<file path="config.mk">
export PLATFORM = sky130hd
export DESIGN_NAME = bcd_scan_driver
export DESIGN_NICKNAME = d
export VERILOG_FILES = /design/src/rtl/display_pkg.sv /design/src/rtl/bin2bcd_seq.sv /design/src/rtl/bcd_scan_driver.sv
export SDC_FILE = /design/constraint.sdc
export NUM_CORES = 1
export LEC_CHECK = 0
export CORE_MARGIN = 2
export CORE_UTILIZATION = 53
export DETAILED_ROUTE_END_ITERATION = 10
export PLACE_DENSITY_LB_ADDON = 0.12
export SYNTH_ARGS = -nofsm -noshare
export SYNTH_HDL_FRONTEND = slang
export SYNTH_SLANG_ARGS = --single-unit
</file>
<file path="constraint.sdc">
create_clock -name clk -period 2.4 [get_ports clk]
set_clock_uncertainty 0.05 [all_clocks]
set_input_delay 0.36 -clock clk [delete_from_list [all_inputs] [get_ports clk]]
set_output_delay 0.36 -clock clk [all_outputs]
set_load 0.03 [all_outputs]
</file>
<file path="src/rtl/display_pkg.sv">
// Shared types, constants and lookups for the 4-digit BCD scan display path.
package display_pkg;

  typedef logic [3:0] bcd_digit_t;

  typedef enum logic {
    IDLE    = 1'b0,
    CONVERT = 1'b1
  } conv_state_t;

  localparam int unsigned MAX_DISPLAY = 9999;
  localparam int unsigned CONV_CYCLES = 14;
  localparam int unsigned BIN_W       = 14;

  // Digit index to active-low one-hot anode pattern.
  function automatic logic [3:0] anode_pattern(input logic [1:0] idx);
    case (idx)
      2'd0:    return 4'b1110;
      2'd1:    return 4'b1101;
      2'd2:    return 4'b1011;
      default: return 4'b0111;
    endcase
  endfunction

  // Add 3 to every BCD nibble that is 5 or more, ahead of the shift.
  function automatic logic [15:0] dabble_adjust(input logic [15:0] acc);
    logic [15:0] r;
    r = acc;
    for (int i = 0; i < 4; i++) begin
      if (acc[i*4 +: 4] >= 4'd5) r[i*4 +: 4] = acc[i*4 +: 4] + 4'd3;
    end
    return r;
  endfunction

endpackage

</file>
<file path="src/rtl/bin2bcd_seq.sv">
// Sequential double-dabble: 14-bit binary (saturated to 9999) into four BCD
// digits, one iteration per cycle; result/done are valid on the final iteration.
module bin2bcd_seq
  import display_pkg::*;
(
  input  logic             clk,
  input  logic             reset,
  input  logic [BIN_W-1:0] value,
  input  logic             load,
  output logic             busy,
  output logic             ovf,
  output logic [15:0]      result,
  output logic             done
);

  localparam logic [BIN_W-1:0] SAT = BIN_W'(MAX_DISPLAY);

  conv_state_t      state_q, state_d;
  logic [15:0]      acc_q, acc_d;
  logic [BIN_W-1:0] bin_q, bin_d;
  logic [3:0]       cnt_q, cnt_d;
  logic             busy_q, busy_d;
  logic             ovf_q, ovf_d;
  logic [29:0]      shifted;

  // Adjusted accumulator and remaining binary shift together as one word.
  assign shifted = {dabble_adjust(acc_q), bin_q} << 1;
  assign result  = shifted[29:14];
  assign done    = (state_q == CONVERT) && (cnt_q == 4'(CONV_CYCLES - 1));
  assign busy    = busy_q;
  assign ovf     = ovf_q;

  always_comb begin
    state_d = state_q;
    acc_d   = acc_q;
    bin_d   = bin_q;
    cnt_d   = cnt_q;
    busy_d  = busy_q;
    ovf_d   = ovf_q;
    case (state_q)
      IDLE: begin
        if (load) begin
          bin_d   = (value > SAT) ? SAT : value;
          ovf_d   = (value > SAT);
          acc_d   = '0;
          cnt_d   = '0;
          busy_d  = 1'b1;
          state_d = CONVERT;
        end
      end
      CONVERT: begin
        acc_d = shifted[29:14];
        bin_d = shifted[13:0];
        cnt_d = cnt_q + 4'd1;
        if (done) begin
          busy_d  = 1'b0;
          state_d = IDLE;
        end
      end
      default: state_d = IDLE;
    endcase
  end

  always_ff @(posedge clk or posedge reset) begin
    if (reset) begin
      state_q <= IDLE;
      acc_q   <= '0;
      bin_q   <= '0;
      cnt_q   <= '0;
      busy_q  <= 1'b0;
      ovf_q   <= 1'b0;
    end else begin
      state_q <= state_d;
      acc_q   <= acc_d;
      bin_q   <= bin_d;
      cnt_q   <= cnt_d;
      busy_q  <= busy_d;
      ovf_q   <= ovf_d;
    end
  end

endmodule

</file>
<file path="src/rtl/bcd_scan_driver.sv">
// Binary-to-BCD converter plus 4-digit time-multiplexed scan (bcd bus + active-low anodes).
// Optional LEADING_ZERO_BLANK_EN darkens digits above the most significant non-zero one.
module bcd_scan_driver
  import display_pkg::*;
#(
  parameter int unsigned REFRESH_DIV = 100000,
  parameter int unsigned DIGITS      = 4
) (
  input  logic             clk,
  input  logic             reset,
  input  logic [BIN_W-1:0] value,
  input  logic             load,
  output logic             busy,
  output logic             ovf,
  output bcd_digit_t       bcd,
  output logic [3:0]       an
);

  localparam int unsigned CNT_W = (REFRESH_DIV > 1) ? $clog2(REFRESH_DIV) : 1;
  localparam int unsigned IDX_W = $clog2(DIGITS);

  logic [15:0]      conv_result;
  logic             conv_done;
  logic [15:0]      disp_q, disp_d;
  logic [CNT_W-1:0] cnt_q, cnt_d;
  logic [IDX_W-1:0] idx_q, idx_d;
  logic [3:0]       an_q, an_d;
  bcd_digit_t       bcd_q, bcd_d;
  logic             lit;

  bin2bcd_seq u_conv (
    .clk    (clk),
    .reset  (reset),
    .value  (value),
    .load   (load),
    .busy   (busy),
    .ovf    (ovf),
    .result (conv_result),
    .done   (conv_done)
  );

  always_comb begin
    disp_d = conv_done ? conv_result : disp_q;
    cnt_d  = cnt_q + CNT_W'(1);
    idx_d  = idx_q;
    if (cnt_q == CNT_W'(REFRESH_DIV - 1)) begin
      cnt_d = '0;
      idx_d = IDX_W'(idx_q + 1'b1);
    end
`ifdef LEADING_ZERO_BLANK_EN
    // Lit if units, or if this digit or any above it is non-zero.
    lit = (idx_q == '0) || (|(disp_q >> {idx_q, 2'b00}));
`else
    lit = 1'b1;
`endif
    an_d  = lit ? anode_pattern(idx_q) : 4'b1111;
    bcd_d = disp_q[{idx_q, 2'b00} +: 4];
  end

  always_ff @(posedge clk or posedge reset) begin
    if (reset) begin
      disp_q <= '0;
      cnt_q  <= '0;
      idx_q  <= '0;
      an_q   <= 4'b1111;
      bcd_q  <= '0;
    end else begin
      disp_q <= disp_d;
      cnt_q  <= cnt_d;
      idx_q  <= idx_d;
      an_q   <= an_d;
      bcd_q  <= bcd_d;
    end
  end

  assign an  = an_q;
  assign bcd = bcd_q;

endmodule
</file>
Yosys cells after proc, flatten, opt, wreduce, memory -nomap -nowiden
Cells that the tools add are included.
{"block": "totals", "register_bits": 80, "output_inout_bits": 10, "wordCells": 54}
{"block": "classes", "addsub": 7, "magnitude_cmp": 5, "eq_ne": 6, "shift": 1, "mux": 19, "bitwise": 1, "reduce_logical": 4}
{"op": "$pmux W16 S2", "count": 1}
{"op": "$mux W14", "count": 2}
{"op": "$pmux W14 S2", "count": 1}
{"op": "$add A17 B1 Y17 const B", "count": 1}
{"op": "$eq A17 B17 Y1 const B", "count": 1}
{"op": "$mux W17", "count": 1}
{"op": "$ge A4 B3 Y1 const B", "count": 4}
{"op": "$mux W16", "count": 1}
{"op": "$mux W4", "count": 4}
{"op": "$shiftx A16 B5 Y4", "count": 1}
{"op": "$gt A14 B14 Y1 const B", "count": 1}
{"op": "$add A4 B2 Y4 const B", "count": 3}
{"op": "$pmux W4 S3", "count": 1}
{"op": "$pmux W4 S2", "count": 1}
{"op": "$add A4 B1 Y4 const B", "count": 1}
{"op": "$eq A4 B4 Y1 const B", "count": 1}
{"op": "$mux W1", "count": 4}
{"op": "$ne A2 B2 Y1 const B", "count": 2}
{"op": "$pmux W1 S2", "count": 2}
{"op": "$reduce_and A2 Y1", "count": 2}
{"op": "$add A3 B2 Y3 const B", "count": 1}
{"op": "$mux W3", "count": 1}
{"op": "$add A2 B1 Y2 const B", "count": 1}
{"op": "$eq A2 B1 Y1 const B", "count": 1}
{"op": "4 further kinds", "count": 4}

Depth between registers and ports, before layout
{"block": "depth", "depth_word": 4, "ltp_mapped": 6, "ltp_nobuf": 6}

Modules after synthesis
Synthesis repeated with hierarchy kept, for this count alone.
{"block": "unflattened", "cells_unflattened": 346, "area_unflattened_um2": 3953.8}
{"mod": "bin2bcd_seq", "instances": 1, "cells_each": 210, "area_per_inst_um2": 2105.8, "seq_area_each_um2": 925.9}
{"mod": "bcd_scan_driver", "instances": 1, "cells_each": 136, "area_per_inst_um2": 1848.0, "seq_area_each_um2": 1081.0}

Least setup slack after synthesis
Ideal clock, no wire load.
{"block": "synth_timing", "kind": "reg2reg", "from": "register cnt_q[11]", "to": "register idx_q[1]", "t_arrival_ns": 1.542, "t_required_ns": 2.276, "path_slack_ns": 0.734, "path_stages_with_launch": 6, "path_buffers": 1, "period_less_slack_ns": 1.666, "path_cell_list": "dfrtp_1 > or4_4 > nor4_4 > buf_6 > nand2_2 > o21ai_2"}
{"block": "synth_via", "elab_chain_cells": 1}
{"item": "start: declaration", "line_no": "bcd_scan_driver.sv:25", "text": "logic [CNT_W-1:0] cnt_q, cnt_d;"}
{"item": "start signal: assignment", "line_no": "bcd_scan_driver.sv:69", "text": "cnt_q <= cnt_d;"}
{"item": "$eq A17 B17 Y1", "line_no": "bcd_scan_driver.sv:46", "text": "if (cnt_q == CNT_W'(REFRESH_DIV - 1)) begin"}
{"item": "end signal: assignment", "line_no": "bcd_scan_driver.sv:70", "text": "idx_q <= idx_d;"}
{"item": "end: declaration", "line_no": "bcd_scan_driver.sv:26", "text": "logic [IDX_W-1:0] idx_q, idx_d;"}
No other way between the ends.
A chain may end at the register's enable or synchronous reset.

Worst setup path in the final report
{"block": "layout_timing", "from": "register an_q[0] (netlist: an[0])", "to": "output an[0]"}
{"item": "start: declaration", "line_no": "bcd_scan_driver.sv:27", "text": "logic [3:0] an_q, an_d;"}
{"item": "start signal: assignment", "line_no": "bcd_scan_driver.sv:71", "text": "an_q <= an_d;"}
{"item": "end: declaration", "line_no": "bcd_scan_driver.sv:16", "text": "output logic [3:0] an"}
No word-level cell between the ends.

==> summary.txt <==
Syn-to-layout area delta - 15.2%
CTS Hold Bufs - 0
Initial antenna violation count - 0
Largest net degree at the start of global routing - 73
Via count - 2,624
Final Hold Viols - 0
Max Fclk - 0.516 GHz
First-pass GRT wire length - 12,500 um
Max Cap Viol - 0
Setup_tns - 0 ns
Io pins - 27
Syn nets - 397
Clk sinks - 80
Placed instance count - 485
CP Cell Sequence - clkdlybuf4s50_1
Vias per cell - 5.24
Core area - 7210 um2
Status - complete, no violations
CTS root buffer - clkbuf_8
Num CTS Buffers - 9
Mapped Area - 3910 um2
Synth cell count leaders - 76 x dfrtp_1, 37 x nand2_1, 31 x o21ai_0
Leakage - 2.07 nW
CTS Buffer Depth - 2
Initial core utilization - 54.2%
Required time worst endpoint - 1.99 ns
Cells after Synth - 365
CTS tree - done
Drt total wl - 6860 um
#FFs+latches synth - 80
First-iteration detailed-routing DRC count - 106
Clk pin slew, worst setup/hold paths - 0.08 ns
RSZ-0062 raised after global routing - no
Asr flop ratio synth - 100%
Slew Limit Fails - 0
Die X - 89.9 um
Yosys top cell by area - dfrtp_1
Routed Antenna Nets - 0
Most common cell in the netlist - dfrtp_1
Top-area cell type share of the netlist area - 48.7%
Max-slew headroom - 58.7%
Crit path max fanout - 1
Reg area - 2010 um2
CTS resizes - 0
Worst IR drop on VDD - 0.420 mV
HPWL after DPL - 4830 um
Crit share post-route - 80.8%
Synth cell types - 38
Largest stage delay on the critical path - 0.66 ns
CTS H-Tree Depth - 3
Routability cong. - 0.792
All-Layer GR Usage - 19.1%
Clk_lat worst skew - 0.35 ns
Die height - 89.9 um
Share of layout cells above drive strength 1 - 12.7%
Footprint of the multi-input gates - 1760 um2
Slowest-stage cell, CP - clkdlybuf4s50_1
Antenna diodes - 0
Crit path time final - 1.94 ns
Via count of the first global-routing pass - 2,703
Avg Cell Area, Syn - 10.7 um2
Die area - 8080 um2
Fill cells - 611
Post-synth EDFFs - 0
Buffers plus inverters on the worst setup path - 1
Register area share after synthesis - 51.4%
Wire per inst - 13.7 um
Top Family by Delay on Critical Path - buffers and inverters
Final-report setup violation count - 0
Crit Path Category - register to primary output
Synth warn - 0
Post-Layout Cell Count - 501
Postcts setup bufs - 0
Row cnt - 31
Nets@finish - 429
Critical Path Sink Type - primary output
Slew @ Worst Pin - 0.618 ns
Post-route DRC - 0
Worst min-delay path class - input port to async pin
Pwr dens - 1050 nW/um2
DRT Pass-1 Iters - 4
Buffers added on ports - 26
Setup crit start kind - register
GR Overflow Total - 0
Ranking of synthesized cells by area - dfrtp_1 49%, mux2i_1 5.6%, ha_1 4.8%
Total chip power - 4.71 mW
Most used DFF post-synth - dfrtp_1
Arr. time, crit path - 1.53 ns
## metal layers
layer  up-vias  part of all wire (%)  global-route usage, %
met2        32                    46                   30.9
met1      1266                    49                   25.7
met4         0                   1.7                   8.85
met5         -                     0                      0
li1       1316                     -                      -
met3        10                   3.1                   2.85
## area by class of cell
cell class              instances  share of cell area [%]
clock inverters                 5                    1.25
inverters                      22                    1.92
multi-input cells             249                    39.0
flip-flops and latches         80                    44.6
clock buffers                  11                    2.92
well taps                      99                    2.75
repair buffers                 35                    7.56
## registers in the layout (all words and copies together), names as in the netlist, 2 cells and up
| signal | count |
|---|---|
| u_conv.acc_q | 16 |
| an | 4 |
| cnt_q | 17 |
| idx_q | 2 |
| bcd | 4 |
| u_conv.bin_q | 14 |
| u_conv.cnt_q | 4 |
| disp_q | 16 |
## power breakdown
| group | total, mW | switching [mW] | internal, mW | leakage, nW |
|---|---|---|---|---|
| Clock | 0.960 | 0.479 | 0.482 | 0.0937 |
| Sequential | 2.11 | 0.336 | 1.78 | 1.01 |
| Combinational | 1.63 | 0.839 | 0.793 | 0.967 |
| Total | 4.71 | 1.65 | 3.05 | 2.07 |
## per-stage QoR
stage          cell area, um2  setup slack [ns]  utilization, %  hold slack, ns
2_1_floorplan            3910             0.734               -           0.395
3_3_place_gp             4320             0.358            59.8           0.409
3_5_place_dp             4320             0.298            59.8           0.417
4_1_cts                  4500             0.445            62.4           0.237
5_1_grt                  4500             0.415            62.4           0.263
6_report                 4500             0.462            62.4           0.243
## cell usage in the layout, fill, tap and decap left out, types with 2 or more instances in the layout
cell	n
dfrtp_1	75
nand2_1	37
o21ai_0	31
clkdlybuf4s50_1	26
mux2i_1	22
inv_1	21
a21oi_1	19
nand2b_1	17
nor2_1	15
xnor2_1	15
ha_1	15
nand3_1	12
mux2_2	11
nor3b_1	10
clkbuf_8	9
buf_4	8
nor2b_1	7
nand4_1	7
mux4_2	4
a311oi_1	4
dfstp_2	4
nor3_1	3
xor2_1	3
nor4_1	2
o31ai_1	2
or3_1	2
clkinvlp_4	2
clkinv_2	2
clkbuf_1	2
## final timing paths
check | endpoint | cells past startpoint | start | slack, ns
worst max register to register | disp_q[2]$_DFFE_PP0P_ | 6 | u_conv.acc_q[0]$_DFFE_PP0P_ | 0.64
worst min-delay path | u_conv.bin_q[13]$_DFFE_PP0P_ | 2 | reset | 0.24
max in group asynchronous | u_conv.state_q$_DFF_PP0_ | 3 | reset | 1.41
min in group clk | disp_q[11]$_DFFE_PP0P_ | 2 | disp_q[11]$_DFFE_PP0P_ | 0.43
worst min register to register | disp_q[11]$_DFFE_PP0P_ | 2 | disp_q[11]$_DFFE_PP0P_ | 0.43
worst max-delay path | an[0] | 1 | an[0]$_DFF_PP1_ | 0.46
## logic make-up (layout without fill, tap and decap cells)
family,Yosys count,in the layout,synth area share [%]
AND/OR/NAND/NOR,119,119,16.5
flip-flops,80,80,51.4
AO/OA/AOI/OAI,60,60,8.55
multiplexers,37,37,11.1
buffers and inverters,36,73,3.68
XOR/XNOR,18,18,4.03
adder cells (fa/ha/maj),15,15,4.80
Note: power is estimated with default switching activity, not from simulation.
